<file path="config.mk">
export PLATFORM = sky130hd
export DESIGN_NAME = memory_arbiter
export DESIGN_NICKNAME = d
export VERILOG_FILES = /design/src/rtl/memory_arbiter_pkg.sv /design/src/rtl/memory_arbiter_select.sv /design/src/rtl/memory_arbiter.sv
export SDC_FILE = /design/constraint.sdc
export NUM_CORES = 1
export LEC_CHECK = 0
export CAP_MARGIN = 20
export CORE_AREA = 2 2 70 139
export CTS_CLUSTER_SIZE = 30
export DETAILED_ROUTE_END_ITERATION = 6
export DIE_AREA = 0 0 72 141
export PLACE_DENSITY = 0.76
export RECOVER_POWER = 50
export SYNTH_ARGS = -nofsm -noshare
export SYNTH_HDL_FRONTEND = slang
export SYNTH_HIERARCHICAL = 1
export SYNTH_SLANG_ARGS = --single-unit
export TNS_END_PERCENT = 50
</file>
<file path="constraint.sdc">
create_clock -name clock -period 2 [get_ports clock]
set_clock_uncertainty 0.1 [all_clocks]
set_input_delay 0.2 -clock clock [delete_from_list [all_inputs] [get_ports clock]]
set_output_delay 0.2 -clock clock [all_outputs]
set_load 0.05 [all_outputs]
</file>
<file path="src/rtl/memory_arbiter_pkg.sv">
// Shared types and constants for the two-port memory arbiter.
// Optional feature macro used by this block: MEM_ARB_ROUND_ROBIN_EN
// (round-robin contention resolution instead of fixed port-0 priority).
package memory_arbiter_pkg;

  localparam int unsigned DATA_WIDTH = 16;

  // Port indices; a grant is carried as a single bit.
  localparam logic PORT_CPU = 1'b0;
  localparam logic PORT_DEV = 1'b1;

  // Access sequencer: sample/latch, memory negedge access, ack.
  typedef enum logic [1:0] {
    IDLE  = 2'd0,
    ISSUE = 2'd1,
    DONE  = 2'd2
  } state_e;

endpackage

</file>
<file path="src/rtl/memory_arbiter_select.sv">
// Combinational winner selection for the memory arbiter.
// Macro: MEM_ARB_ROUND_ROBIN_EN -- defined: contention goes to the port
// that did not win last; undefined: port 0 always wins contention.
// Ports:
//   req0_i, req1_i   request bits of port 0 / port 1
//   last_grant_i     previous winner (round-robin build only)
//   grant_c_o        winning port index (valid when any request is high)
module memory_arbiter_select
  import memory_arbiter_pkg::*;
(
  input  logic req0_i,
  input  logic req1_i,
`ifdef MEM_ARB_ROUND_ROBIN_EN
  input  logic last_grant_i,
`endif
  output logic grant_c_o
);

  // A lone requester always wins; only contention consults the policy.
  always_comb begin
    grant_c_o = PORT_CPU;
    if (req0_i && req1_i) begin
`ifdef MEM_ARB_ROUND_ROBIN_EN
      grant_c_o = ~last_grant_i;
`else
      grant_c_o = PORT_CPU;
`endif
    end else if (req1_i) begin
      grant_c_o = PORT_DEV;
    end
  end

endmodule

</file>
<file path="src/rtl/memory_arbiter.sv">
// Two-port arbiter sharing one negedge-sampled memory_block between a CPU
// port (0) and a device/DMA port (1). One access every three cycles:
// IDLE latches the winner onto the memory lines, the memory acts on the
// negedge inside ISSUE, DONE presents a one-cycle ack with read data.
// Macro: MEM_ARB_ROUND_ROBIN_EN selects round-robin contention handling.
// Ports:
//   clock, reset            system clock, async active-high reset
//   pN_req/we/addr/wdata    port N request, held until pN_ack
//   pN_ack, pN_rdata        one-cycle completion, read data (held)
//   mem_write_enable, mem_read_address, mem_write_address, mem_data_in
//                           registered drive to the memory
//   mem_data_out            read data from the memory
module memory_arbiter
  import memory_arbiter_pkg::*;
#(
  parameter int unsigned ADDRESS_WIDTH = 16
) (
  input  logic                     clock,
  input  logic                     reset,
  input  logic                     p0_req,
  input  logic                     p0_we,
  input  logic [ADDRESS_WIDTH-1:0] p0_addr,
  input  logic [DATA_WIDTH-1:0]    p0_wdata,
  output logic                     p0_ack,
  output logic [DATA_WIDTH-1:0]    p0_rdata,
  input  logic                     p1_req,
  input  logic                     p1_we,
  input  logic [ADDRESS_WIDTH-1:0] p1_addr,
  input  logic [DATA_WIDTH-1:0]    p1_wdata,
  output logic                     p1_ack,
  output logic [DATA_WIDTH-1:0]    p1_rdata,
  output logic                     mem_write_enable,
  output logic [ADDRESS_WIDTH-1:0] mem_read_address,
  output logic [ADDRESS_WIDTH-1:0] mem_write_address,
  output logic [DATA_WIDTH-1:0]    mem_data_in,
  input  logic [DATA_WIDTH-1:0]    mem_data_out
);

  state_e                   state_q, state_d;
  logic                     grant_q, grant_d;
  logic                     mem_we_q, mem_we_d;
  logic [ADDRESS_WIDTH-1:0] mem_addr_q, mem_addr_d;
  logic [DATA_WIDTH-1:0]    mem_wdata_q, mem_wdata_d;
  logic [1:0]               ack_q, ack_d;
  logic [DATA_WIDTH-1:0]    rdata0_q, rdata0_d;
  logic [DATA_WIDTH-1:0]    rdata1_q, rdata1_d;
  logic                     sel_c;

`ifdef MEM_ARB_ROUND_ROBIN_EN
  logic last_grant_q, last_grant_d;
`endif

  memory_arbiter_select u_select (
    .req0_i       (p0_req),
    .req1_i       (p1_req),
`ifdef MEM_ARB_ROUND_ROBIN_EN
    .last_grant_i (last_grant_q),
`endif
    .grant_c_o    (sel_c)
  );

  // State and datapath registers.
  always_ff @(posedge clock or posedge reset) begin
    if (reset) begin
      state_q     <= IDLE;
      grant_q     <= PORT_CPU;
      mem_we_q    <= 1'b0;
      mem_addr_q  <= '0;
      mem_wdata_q <= '0;
      ack_q       <= 2'b00;
      rdata0_q    <= '0;
      rdata1_q    <= '0;
`ifdef MEM_ARB_ROUND_ROBIN_EN
      last_grant_q <= PORT_DEV;
`endif
    end else begin
      state_q     <= state_d;
      grant_q     <= grant_d;
      mem_we_q    <= mem_we_d;
      mem_addr_q  <= mem_addr_d;
      mem_wdata_q <= mem_wdata_d;
      ack_q       <= ack_d;
      rdata0_q    <= rdata0_d;
      rdata1_q    <= rdata1_d;
`ifdef MEM_ARB_ROUND_ROBIN_EN
      last_grant_q <= last_grant_d;
`endif
    end
  end

  // Next-state and datapath logic.
  always_comb begin
    state_d     = state_q;
    grant_d     = grant_q;
    mem_we_d    = mem_we_q;
    mem_addr_d  = mem_addr_q;
    mem_wdata_d = mem_wdata_q;
    ack_d       = 2'b00;
    rdata0_d    = rdata0_q;
    rdata1_d    = rdata1_q;
`ifdef MEM_ARB_ROUND_ROBIN_EN
    last_grant_d = last_grant_q;
`endif
    unique case (state_q)
      IDLE: begin
        if (p0_req || p1_req) begin
          grant_d     = sel_c;
          mem_we_d    = (sel_c == PORT_DEV) ? p1_we    : p0_we;
          mem_addr_d  = (sel_c == PORT_DEV) ? p1_addr  : p0_addr;
          mem_wdata_d = (sel_c == PORT_DEV) ? p1_wdata : p0_wdata;
`ifdef MEM_ARB_ROUND_ROBIN_EN
          last_grant_d = sel_c;
`endif
          state_d     = ISSUE;
        end
      end
      ISSUE: begin
        // mem_we_q still holds the winner's direction during this cycle.
        mem_we_d = 1'b0;
        ack_d    = (grant_q == PORT_DEV) ? 2'b10 : 2'b01;
        if (!mem_we_q) begin
          if (grant_q == PORT_DEV) rdata1_d = mem_data_out;
          else                     rdata0_d = mem_data_out;
        end
        state_d = DONE;
      end
      DONE: begin
        state_d = IDLE;
      end
      default: begin
        state_d = IDLE;
      end
    endcase
  end

  assign p0_ack            = ack_q[0];
  assign p1_ack            = ack_q[1];
  assign p0_rdata          = rdata0_q;
  assign p1_rdata          = rdata1_q;
  assign mem_write_enable  = mem_we_q;
  assign mem_read_address  = mem_addr_q;
  assign mem_write_address = mem_addr_q;
  assign mem_data_in       = mem_wdata_q;

endmodule

</file>
# [After elaboration in Yosys (flattened, before gate mapping)]
# Cells that the tools add are included.
[op_classes] eq_ne=2 muxes=11 n_bitwise=2 reduce_logical=8
[op_table] cell="2-to-1 mux 16 bit" count=2
[op_table] cell="2-to-1 mux 2 bit" count=3
[op_table] cell="AND reduction 3 bit" count=2
[op_table] cell="2-to-1 mux 1 bit" count=4
[op_table] cell="one-hot mux 2 bit (2 select lines)" count=1
[op_table] cell="AND reduction 2 bit" count=2
[op_table] cell="equality test 2 x 1 -> 1 bit (second input constant)" count=1
[op_table] cell="zero test 2 bit" count=1
[op_table] cell="!= test 2 bit (second input constant)" count=1
[op_table] cell="inverter 1 bit" count=2
[op_table] cell="one-hot mux 1 bit (2 select lines)" count=1
[op_table] cell="nonzero test 2 bit" count=1
[op_table] cell="logical AND 1 bit" count=1
[op_table] cell="logical OR 1 bit" count=1
[totals] reg_bits=70 in_bits=86 output_inout_bits=83 elab_cells=31

# [Longest topological paths before layout]
# Gate-level depths: netlist of the first run.
[depth] depth_word=5 ltp_mapped=5 depth_no_buf=3

# [By module]
# Netlist of the first run, hierarchy kept.
[modules_own_cells] mod="memory_arbiter" instances=1 cells_per_inst=205 area_each_um2=3180.6 seq_area_each_um2=1751.7
[modules_own_cells] mod="memory_arbiter_select" instances=1 cells_per_inst=1 area_each_um2=13.8 seq_area_each_um2=0.0

# [Worst setup path before layout of the first run]
# No wires, ideal clock.
[synth_path] path_kind="register to register" start="reg mem_we_q (netlist: mem_write_enable)" end="reg rdata0_q[0] (netlist: p0_rdata[0])" setup_ns=0.125 arrival_time_ns=1.496 required_ns=1.775 path_slack_ns=0.279 stages_incl_launch_ff=4 path_buffers=1 period_less_slack_ns=1.721 cell_sequence="dfrtp_1 nor3_4 buf_6 mux2_2"
[synth_via] elab_chain_cells=2
[synth_rtl] element="start: declaration" line_no="memory_arbiter.sv:41" source="logic mem_we_q, mem_we_d;"
[synth_rtl] element="start signal: assignment" line_no="memory_arbiter.sv:79" source="mem_we_q <= mem_we_d;"
[synth_rtl] element="inverter 1 bit (no line)"
[synth_rtl] element="AND reduction 3 bit (no line)"
[synth_rtl] element="end signal: assignment" line_no="memory_arbiter.sv:83" source="rdata0_q <= rdata0_d;"
[synth_rtl] element="end: declaration" line_no="memory_arbiter.sv:45" source="logic [DATA_WIDTH-1:0] rdata0_q, rdata0_d;"
# No other way between the ends.
# A chain may end at the register's enable or synchronous reset.

# [Worst setup path after layout of the first run]
[layout_path] start="reg mem_addr_q[5] (netlist: mem_read_address[5])" end="out mem_read_address[5]"
[layout_rtl] element="start: declaration" line_no="memory_arbiter.sv:42" source="logic [ADDRESS_WIDTH-1:0] mem_addr_q, mem_addr_d;"
[layout_rtl] element="start signal: assignment" line_no="memory_arbiter.sv:80" source="mem_addr_q <= mem_addr_d;"
[layout_rtl] element="end: declaration" line_no="memory_arbiter.sv:33" source="output logic [ADDRESS_WIDTH-1:0] mem_read_address,"
# No word-level cell between the ends.

==> qor.csv, run 1 <==
metric;value;unit
outcome;completed;
synth-seq-cells;70;
place.port_buffers;168;
crit_start;mem_read_address[5];
syn_nets;292;
area_growth;60.6;%
fin_crit;1850;ps
ys_types;16;
timing.fmax;541;MHz
grt_pass1_wl;12200;um
hold_viol_final;0;
cp_num_cells;1;
arrival;1550;ps
fin_util;55.8;%
place_ws;68.2;ps
track_usage;15.5;%
fin_ws;153;ps
drv_cap;0;
diodes;0;
worst_pin_slew;938;ps
numCtsBuffers;9;
antenna_found_initial;0;
reg2reg_slack;370;ps
endpoint;mem_read_address[5];
r2r-start;grant_q;
hpwl;5680;um
rows;50;
dieArea;10200;um^2
clkLatencyLatePin;320;ps
h-tree-depth;3;
fin_setup_tns;0;ps
nFillCells;693;
gr-total-overflow;0;
hold_path_class;register to register;
layout_common_cells;clkdlybuf4s50_1 (165), mux2_2 (87), dfrtp_1 (70);
io_pins;169;
drc;0;
avgViaCountPerCell;4.71;
critical_path_class;register to output port;
cts_tree;built;
start_kind;register;
drtAntennaViolNets;0;
wl_per_cell;15.9;um
fin_crit_sh;92.3;%
crit_required;1700;ps
cts_resized;0;
slowest_stage;clkdlybuf4s50_1;
routed.top_layer;met4;
start_util;34.7;%
first_pass_iters;4;
rsz0062_at_grt;no;
drive_gt1_share;30.4;%
cp_num_buf_inv;1;
syn_avg_cell_area;15.5;um^2
crit_chain;clkdlybuf4s50_1;
wl_met2;3720;um
critPathMaxFanout;3;
cts_root_buf;clkbuf_16;
path_clk_slew;50;ps
critical-path-top-delay-family;buffers and inverters;
cp-end-kind;output port;
seq_area_frac_synth;54.8;%
drt_wl_total;7540;um
routed-via-count;2230;
maxSlewViolCount;0;
cts_hold_buf;0;
finalSetupViolations;0;
r2r-end;p1_rdata[3];
post_cts_buffers;0;
grt_max_degree;71;
clockBufferDepth;2;
rr_worst_depth;4;
syn_inst;206;
synth_area;3190;um^2
fp.dieH;141;um
clock-sinks;70;
core-area;9200;um^2
met1_length;2780;um
maxSlewHeadroom;37.4;%
critPathMaxStageDelay;820;ps
grt_pass1_vias;2508;
die_x;72;um
ys_warn_count;6;
finalNetCount;451;
wl_met3;971;um
gp_congestion;0.745;
final_common_cell;clkdlybuf4s50_1;
drt-initial-drc-count;34;
[routing by layer]
layer,vias to the layer above,GRT usage (%)
met4,0,5.36
met1,1042,17.4
met5,-,0
li1,1028,-
met2,153,25.9
met3,7,6.79
[state kept, by name, indices dropped and copies added (netlist names)]
register	count
ack_q	2
mem_data_in	16
state_q	2
grant_q	1
mem_write_enable	1
p1_rdata	16
p0_rdata	16
mem_read_address	16
[cells by family after synthesis]
| kind of cell | synth area share [%] |
|---|---|
| buffers and inverters | 6.38 |
| DFF | 54.8 |
| muxes | 36.0 |
| and+or+nand+nor | 2.78 |
[worst min-delay path by stage]
stage | to | slack [ps] | cells past startpoint | startpoint
after floorplan | p1_rdata[0] | 250 | 1 | mem_data_out[0]
after global placement | p0_rdata[4] | 390 | 1 | p0_rdata[4]
after detailed placement | mem_data_in[14] | 390 | 1 | mem_data_in[14]
after CTS | p1_rdata[12] | 230 | 3 | reset
after global routing | p1_rdata[1] | 410 | 2 | mem_data_out[1]
final | p1_rdata[14] | 390 | 1 | p1_rdata[14]
[stage by stage]
| stage | cells | hold WS [ps] | cell area (um^2) |
|---|---|---|---|
| finish | 473 | 386 | 5130 |
| global route | 473 | 406 | 5130 |
| global placement | 458 | 390 | 4910 |
| detailed placement | 458 | 395 | 4910 |
| CTS | 473 | 229 | 5200 |
| floorplan | 206 | 248 | 3200 |
[cell usage after synthesis (all sizes together)]
library cell	n	area (um^2)
mux2	97	1130
clkbuf	1	3.75
nor3	2	32.5
mux2i	2	20.0
buf	25	193
dfrtp	70	1750
nor2b	2	27.5
nand2	1	3.75
nand2b	1	8.76
and3b	1	8.76
nor2	2	7.51
inv	2	7.51
[layout make-up]
class	count	area, um^2	share of cell area (%)
clock inverters	4	47.5	0.927
clock buffers	11	243	4.73
inverters	2	11.3	0.220
repair buffers	174	1760	34.3
well taps	104	130	2.54
multi-input cells	108	1190	23.2
flip-flops and latches	70	1750	34.2
Power of run 1 is not shown: default switching activity piles up to over one toggle a cycle in this logic, so the estimate is an artifact.
==> inputs of run 2 (changes only) <==
--- a/config.mk
+++ b/config.mk
@@ -12,6 +12,7 @@
 export DIE_AREA = 0 0 72 141
 export PLACE_DENSITY = 0.76
 export RECOVER_POWER = 50
+export SLEW_MARGIN = 20
 export SYNTH_ARGS = -nofsm -noshare
 export SYNTH_HDL_FRONTEND = slang
 export SYNTH_HIERARCHICAL = 1
==> results of run 2 <==
The final DEF is identical to that of run 1; final timing and power are the same.
Power of run 2 is left out for the same reason.
